`src/rtl/lamp_fpu_div_norm_round.sv`:
```
// ---------------------------------------------------------------------------
// lamp_fpu_div_norm_round
//
// Post-divide stage of the LAMP FPU divider path. It takes the raw fixed-point
// quotient from the fractional divider, together with the result sign and the
// pre-computed biased exponent. It normalises the quotient, rounds it to
// nearest-even, saturates to Inf or flushes to signed zero on over/underflow,
// and presents the packed float on a valid/ready output buffer.
// Operands reaching this block are finite and nonzero; special values are
// resolved upstream.
//
// Operation sequence (one cycle per arrow):
//   IDLE -(in_valid_i)-> NORM -> ROUND -> DONE -(ready_i)-> IDLE
//
// Ports
//   clk         clock
//   rst         synchronous active-high reset
//   in_valid_i  one-cycle pulse, res_i/exp_i/sign_i valid
//   in_ready_o  high while the block is idle and can accept an operand
//   res_i       quotient, bit[2F+1] weighs 2^0, all lower bits fractional
//   exp_i       signed two's-complement biased exponent (ea - eb + bias)
//   sign_i      result sign
//   result_o    packed float {sign, exponent, fraction}
//   flags_o     {inexact, overflow, underflow}, valid with valid_o
//   valid_o     result available, held until ready_i
//   ready_i     downstream accepts the result
//   ovr_err_o   one-cycle pulse, an operand arrived while the block was busy
// ---------------------------------------------------------------------------
module lamp_fpu_div_norm_round #(
   parameter int unsigned F_DW = 7,
   parameter int unsigned E_DW = 8
) (
   input  logic                       clk,
   input  logic                       rst,
   input  logic                       in_valid_i,
   output logic                       in_ready_o,
   input  logic [2*(1+F_DW)-1:0]      res_i,
   input  logic [E_DW+1:0]            exp_i,
   input  logic                       sign_i,
   output logic [E_DW+F_DW:0]         result_o,
   output logic [2:0]                 flags_o,
   output logic                       valid_o,
   input  logic                       ready_i,
   output logic                       ovr_err_o
);

   // ------------------------------------------------------------------------
   // Widths and constants
   // ------------------------------------------------------------------------
   localparam int unsigned RW = 2 * (1 + F_DW);   // quotient width
   localparam int unsigned XW = E_DW + 2;         // internal exponent width
   localparam int unsigned OW = 1 + E_DW + F_DW;  // packed float width

   // Signed constants keep every exponent comparison signed; an unsized
   // fill literal would silently turn the compare unsigned.
   localparam logic signed [XW-1:0] EXP_ZERO = '0;
   localparam logic signed [XW-1:0] EXP_ONE  = XW'(1);
   localparam logic signed [XW-1:0] EXP_MAX  = XW'((1 << E_DW) - 1);

   typedef enum logic [1:0] {
      IDLE  = 2'd0,
      NORM  = 2'd1,
      ROUND = 2'd2,
      DONE  = 2'd3
   } state_t;

   state_t state;
   state_t state_n;

   // ------------------------------------------------------------------------
   // Pipeline registers
   // ------------------------------------------------------------------------
   // Captured operand (loaded on accept)
   logic [RW-1:0]          res_r;
   logic signed [XW-1:0]   exp_r;
   logic                   sign_r;

   // Normalised mantissa with guard/sticky (loaded in NORM)
   logic [F_DW:0]          man_r;
   logic                   g_r;
   logic                   s_r;
   logic signed [XW-1:0]   e_r;

   // Output buffer (loaded in ROUND)
   logic [OW-1:0]          result_r;
   logic [2:0]             flags_r;
   logic                   ovr_err_r;

   // ------------------------------------------------------------------------
   // Combinational next values
   // ------------------------------------------------------------------------
   logic                   lead;
   logic [F_DW:0]          man_n;
   logic                   g_n;
   logic                   s_n;
   logic signed [XW-1:0]   e_n;

   logic                   round_up;
   logic                   carry;
   logic [F_DW-1:0]        frac_n;
   logic signed [XW-1:0]   e_rnd;
   logic                   ovf;
   logic                   unf;
   logic                   inexact;
   logic [OW-1:0]          result_n;
   logic [2:0]             flags_n;

   // ------------------------------------------------------------------------
   // FSM: state register
   // ------------------------------------------------------------------------
   // NOTE: sequential state uses non-blocking assignments so every register
   // samples the pre-edge values regardless of process ordering.
   always_ff @(posedge clk) begin
      if (rst) begin
         state <= IDLE;
      end else begin
         state <= state_n;
      end
   end

   // ------------------------------------------------------------------------
   // FSM: next-state logic
   // ------------------------------------------------------------------------
   // NOTE: every combinational output gets a default first, so no path can
   // leave it unassigned and infer a latch.
   always_comb begin
      state_n = state;
      case (state)
         IDLE:    if (in_valid_i) state_n = NORM;
         NORM:    state_n = ROUND;
         ROUND:   state_n = DONE;
         DONE:    if (ready_i) state_n = IDLE;
         default: state_n = IDLE;
      endcase
   end

   // ------------------------------------------------------------------------
   // FSM: outputs decoded from state
   // ------------------------------------------------------------------------
   always_comb begin
      in_ready_o = 1'b0;
      valid_o    = 1'b0;
      case (state)
         IDLE:    in_ready_o = 1'b1;
         DONE:    valid_o    = 1'b1;
         default: ;
      endcase
   end

   // ------------------------------------------------------------------------
   // Normalise: the quotient lies in (0.5, 2), so at most one left shift is
   // needed. When the integer bit is clear the window slides down one bit
   // and the exponent drops by one to compensate.
   // ------------------------------------------------------------------------
   always_comb begin
      lead  = res_r[RW-1];
      man_n = res_r[RW-1 -: F_DW+1];
      g_n   = res_r[F_DW];
      s_n   = |res_r[F_DW-1:0];
      e_n   = exp_r;
      if (!lead) begin
         man_n = res_r[RW-2 -: F_DW+1];
         g_n   = res_r[F_DW-1];
         s_n   = |res_r[F_DW-2:0];
         e_n   = exp_r - EXP_ONE;
      end
   end

   // ------------------------------------------------------------------------
   // Round to nearest, ties to even, then range check.
   // The increment only carries out of the mantissa when every mantissa bit
   // is set; the fraction then wraps to zero by itself and the exponent
   // absorbs the carry, which matches renormalising 10.000 to 1.000.
   // ------------------------------------------------------------------------
   always_comb begin
      round_up = g_r & (s_r | man_r[0]);
      carry    = round_up & (&man_r);
      frac_n   = man_r[F_DW-1:0] + F_DW'(round_up);
      e_rnd    = e_r + (carry ? EXP_ONE : EXP_ZERO);
      ovf      = (e_rnd >= EXP_MAX);
      unf      = (e_rnd <= EXP_ZERO);
      inexact  = g_r | s_r;

      result_n = {sign_r, e_rnd[E_DW-1:0], frac_n};
      if (ovf) begin
         result_n = {sign_r, {E_DW{1'b1}}, {F_DW{1'b0}}};
      end else if (unf) begin
         // No denormals: flush to zero, keeping the sign.
         result_n = {sign_r, {E_DW{1'b0}}, {F_DW{1'b0}}};
      end
      flags_n = {inexact, ovf, unf};
   end

   // ------------------------------------------------------------------------
   // Datapath registers. Each stage is loaded exactly when its state is
   // active, so stale contents are never observed.
   // ------------------------------------------------------------------------
   // NOTE: these data registers carry no reset; the FSM qualifies their use
   // and reset only needs to return control to IDLE.
   always_ff @(posedge clk) begin
      if (state == IDLE && in_valid_i) begin
         res_r  <= res_i;
         exp_r  <= exp_i;
         sign_r <= sign_i;
      end
      if (state == NORM) begin
         man_r <= man_n;
         g_r   <= g_n;
         s_r   <= s_n;
         e_r   <= e_n;
      end
   end

   // ------------------------------------------------------------------------
   // Output buffer and overrun flag, cleared by reset.
   // ------------------------------------------------------------------------
   always_ff @(posedge clk) begin
      if (rst) begin
         result_r  <= '0;
         flags_r   <= '0;
         ovr_err_r <= 1'b0;
      end else begin
         // An operand offered while busy is dropped; only the flag records it.
         ovr_err_r <= in_valid_i && (state != IDLE);
         if (state == ROUND) begin
            result_r <= result_n;
            flags_r  <= flags_n;
         end
      end
   end

   assign result_o  = result_r;
   assign flags_o   = flags_r;
   assign ovr_err_o = ovr_err_r;

endmodule

```
`config.mk`:
```
export PLATFORM = sky130hd
export DESIGN_NAME = lamp_fpu_div_norm_round
export DESIGN_NICKNAME = d
export VERILOG_FILES = /design/src/rtl/lamp_fpu_div_norm_round.sv
export SDC_FILE = /design/constraint.sdc
export NUM_CORES = 1
export LEC_CHECK = 0
export ABC_AREA = 1
export CORE_UTILIZATION = 47
export DETAILED_ROUTE_END_ITERATION = 10
export GPL_TIMING_DRIVEN = 0
export PLACE_DENSITY = 0.72
export SLEW_MARGIN = 15
export SYNTH_ARGS = -nofsm -noshare
export SYNTH_HDL_FRONTEND = slang
export SYNTH_SLANG_ARGS = --single-unit
```
`constraint.sdc`:
```
create_clock -name clk -period 3.5 [get_ports clk]
set_clock_uncertainty 0.15 [all_clocks]
set_input_delay 0.7 -clock clk [delete_from_list [all_inputs] [get_ports clk]]
set_output_delay 0.7 -clock clk [all_outputs]
set_load 0.005 [all_outputs]
```
==> run metrics <==
Worst EP arrival 2.71 ns; CTS Hold Buffers Added 0; CP Capture Type flip-flop; clk buf depth 2; largest net degree at the start of global routing 28; FF/Latch Area 1850 um^2; Least-Margin Pin Slew 0.970 ns; Finished Core Util 62.5%; Post-synth EDFFs 47; Post-Syn Area 3210 um^2; vias 2309; Adder-Cell Fraction of Synth Area 3.51%; Worst-path clk slew 0.08 ns; synthesis-to-finish area growth 25.9%; DRT iter0 DRCs 144; post-DP HPWL 3860 um; layout cells sized above 1 8.64%; Routability Congestion 0.805; CP startpoint kind flip-flop; row cnt 29; Routed Wire Length 5220 um; setup TNS 0 ns; highest-count cells in the layout ignoring fill and taps nand2_1, clkdlybuf4s50_1, edfxtp_1; Yosys reg bits 69; R2R depth 15; H-tree Lvls 3; Crit path required time 3.57 ns; min cycle time layout 2.65 ns; area of the multi-input gates 1150 um^2; Yosys cell types 30; synth warn 0; Final Cell Area 4040 um^2; core area 6460 um^2; Final Setup Violations 0; initial antenna violation count 0; critical path class reg2reg; DP Area 3810 um^2; Post-CTS Setup Bufs 0; Non-Filler Instances 482; worst min path class reg2reg; die area 7150 um^2; placed insts 466; Antenna Nets Post-Route 0; r2r endpoint result_o[4]; post-DR wirelength/cell 10.8 um; commonest non-fill, non-tap cell in the layout nand2_1; max_slew headroom 35.3%; hold path endpoint result_o[3]; hold depth 2; number of global-route vias before repair 2209; TritonCTS clock tree done; Die W 84.6 um; global-route wire length before repair 9430 um; Slew Limit Fails 0; post-synthesis mux area share 0%; fin nets 440; First-pass DRT Iterations 7; clk_lat worst skew 0.34 ns; Hold Crit Start result_o[3]; critical path peak fanout 7; pwr/cell area 701 nW/um^2; unrepaired setup endpoints after global routing false; clock sinks 69; maximum VDD drop 0.388 mV; worst r2r src g_r; total global-route track usage 16.9%; CTS Buf Count 9; Leak 1.65 nW; hold slack 0.317 ns; layout filler cell count 557; status completed; Syn Nets 378; Post-synth ARST share 0%; DR vias/cell 4.79; register-to-register setup slack 0.85 ns; MaxCap Viol Count 0; clk root buf clkbuf_8; Resize count post-CTS 0; XOR/XNOR Fraction of Synth Area 3.83%; port bufs 51; initial core utilization 49.6%; # diodes 0; Synth Area in Compound Gates 5.19%; Seq/Total Area, Yosys 57.8%; die height 84.6 um; main flop type after synthesis edfxtp_1; GRT overflow 0; Post-Syn Area per Cell 9.48 um^2; largest family of logic cells by synthesized area simple AND/OR/NAND/NOR gates; Residual DRC 0; fmax 0.378 GHz; Synth Area in Simple Gates 23.3%; fin crit share 75.6%; final hold violations 0; Post-Syn Instances 338; # IOs 53
[worst max-delay path, cell delays in order, from the launching register on]
cell,delay [ns]
edfxtp_1,0.38
nand2_1,0.09
inv_1,0.08
nand4_1,0.07
nor2_1,0.11
ha_1,0.29
ha_1,0.31
or2_2,0.28
nor2_1,0.12
nand3_1,0.08
nor2_1,0.18
nand2_4,0.11
nand2_4,0.10
nor2_8,0.04
nand2_1,0.07
a21oi_1,0.05
[report_power, final]
part	leakage, nW	switching (W)	internal, W
logic	0.922	0.000470	0.000355
clock network	0.111	0.000319	0.000409
registers	0.619	0.000124	0.00115
total	1.65	0.000913	0.00191
[layer usage]
metal	up-vias	GRT usage [%]	share of wire (%)
li1	1232	-	-
met1	1002	20.2	45
met2	63	29.0	48
met3	12	3.54	4.0
met4	0	8.32	2.1
met5	-	0	0
[sequential cells by signal, summed over array words and instances, names as in the netlist]
signal	cells
s_r	1
exp_r	10
sign_r	1
flags_o	3
e_r	10
state	2
result_o	16
res_r	16
ovr_err_o	1
g_r	1
man_r	8
[cell type report]
| cell class | count | share of cell area, % |
|---|---|---|
| Inverter | 44 | 4.09 |
| Clock buffer | 10 | 3.16 |
| Multi-Input combinational cell | 217 | 28.4 |
| Tap cell | 77 | 2.39 |
| Clock inverter | 6 | 2.36 |
| Timing Repair Buffer | 51 | 12.7 |
| Buffer | 8 | 1.02 |
| Sequential cell | 69 | 45.9 |
[metrics by stage]
stage	total power (W)	setup WS (ns)
after floorplan	0.00182	1.10
after global placement	0.00209	0.909
after detailed placement	0.00212	0.830
after CTS	0.00286	0.821
after global routing	0.00303	0.577
final	0.00283	0.852
[cell usage after synthesis (5+ instances only)]
cell	number	area share [%]
nand3_1	26	4.1
clkbuf_1	5	0.59
ha_1	9	3.5
nor2_1	34	4.0
a21oi_1	11	1.7
edfxtp_1	47	44
nand2_1	75	8.8
nand4_1	7	1.4
xor2_1	9	2.5
inv_1	40	4.7
xnor2_1	5	1.4
o21ai_0	15	2.3
dfxtp_1	22	14
[worst max-delay path by stage]
stage	start	cells past startpoint	to
after floorplan	man_r[2]	15	result_o[3]
after global placement	man_r[2]	15	result_o[3]
after global routing	g_r	17	result_o[5]
after detailed placement	man_r[3]	15	result_o[4]
final	g_r	15	result_o[4]
after CTS	g_r	15	result_o[4]
[cells by family (layout without fill, tap and decap cells)]
group | after synthesis | count (layout)
and+or+nand+nor | 163 | 163
DFF | 69 | 69
buffers and inverters | 52 | 119
AOI/OAI and AO/OA | 31 | 31
xor gates and xnor gates | 14 | 14
adders and majority gates | 9 | 9
(Power assumes the default switching activity.)
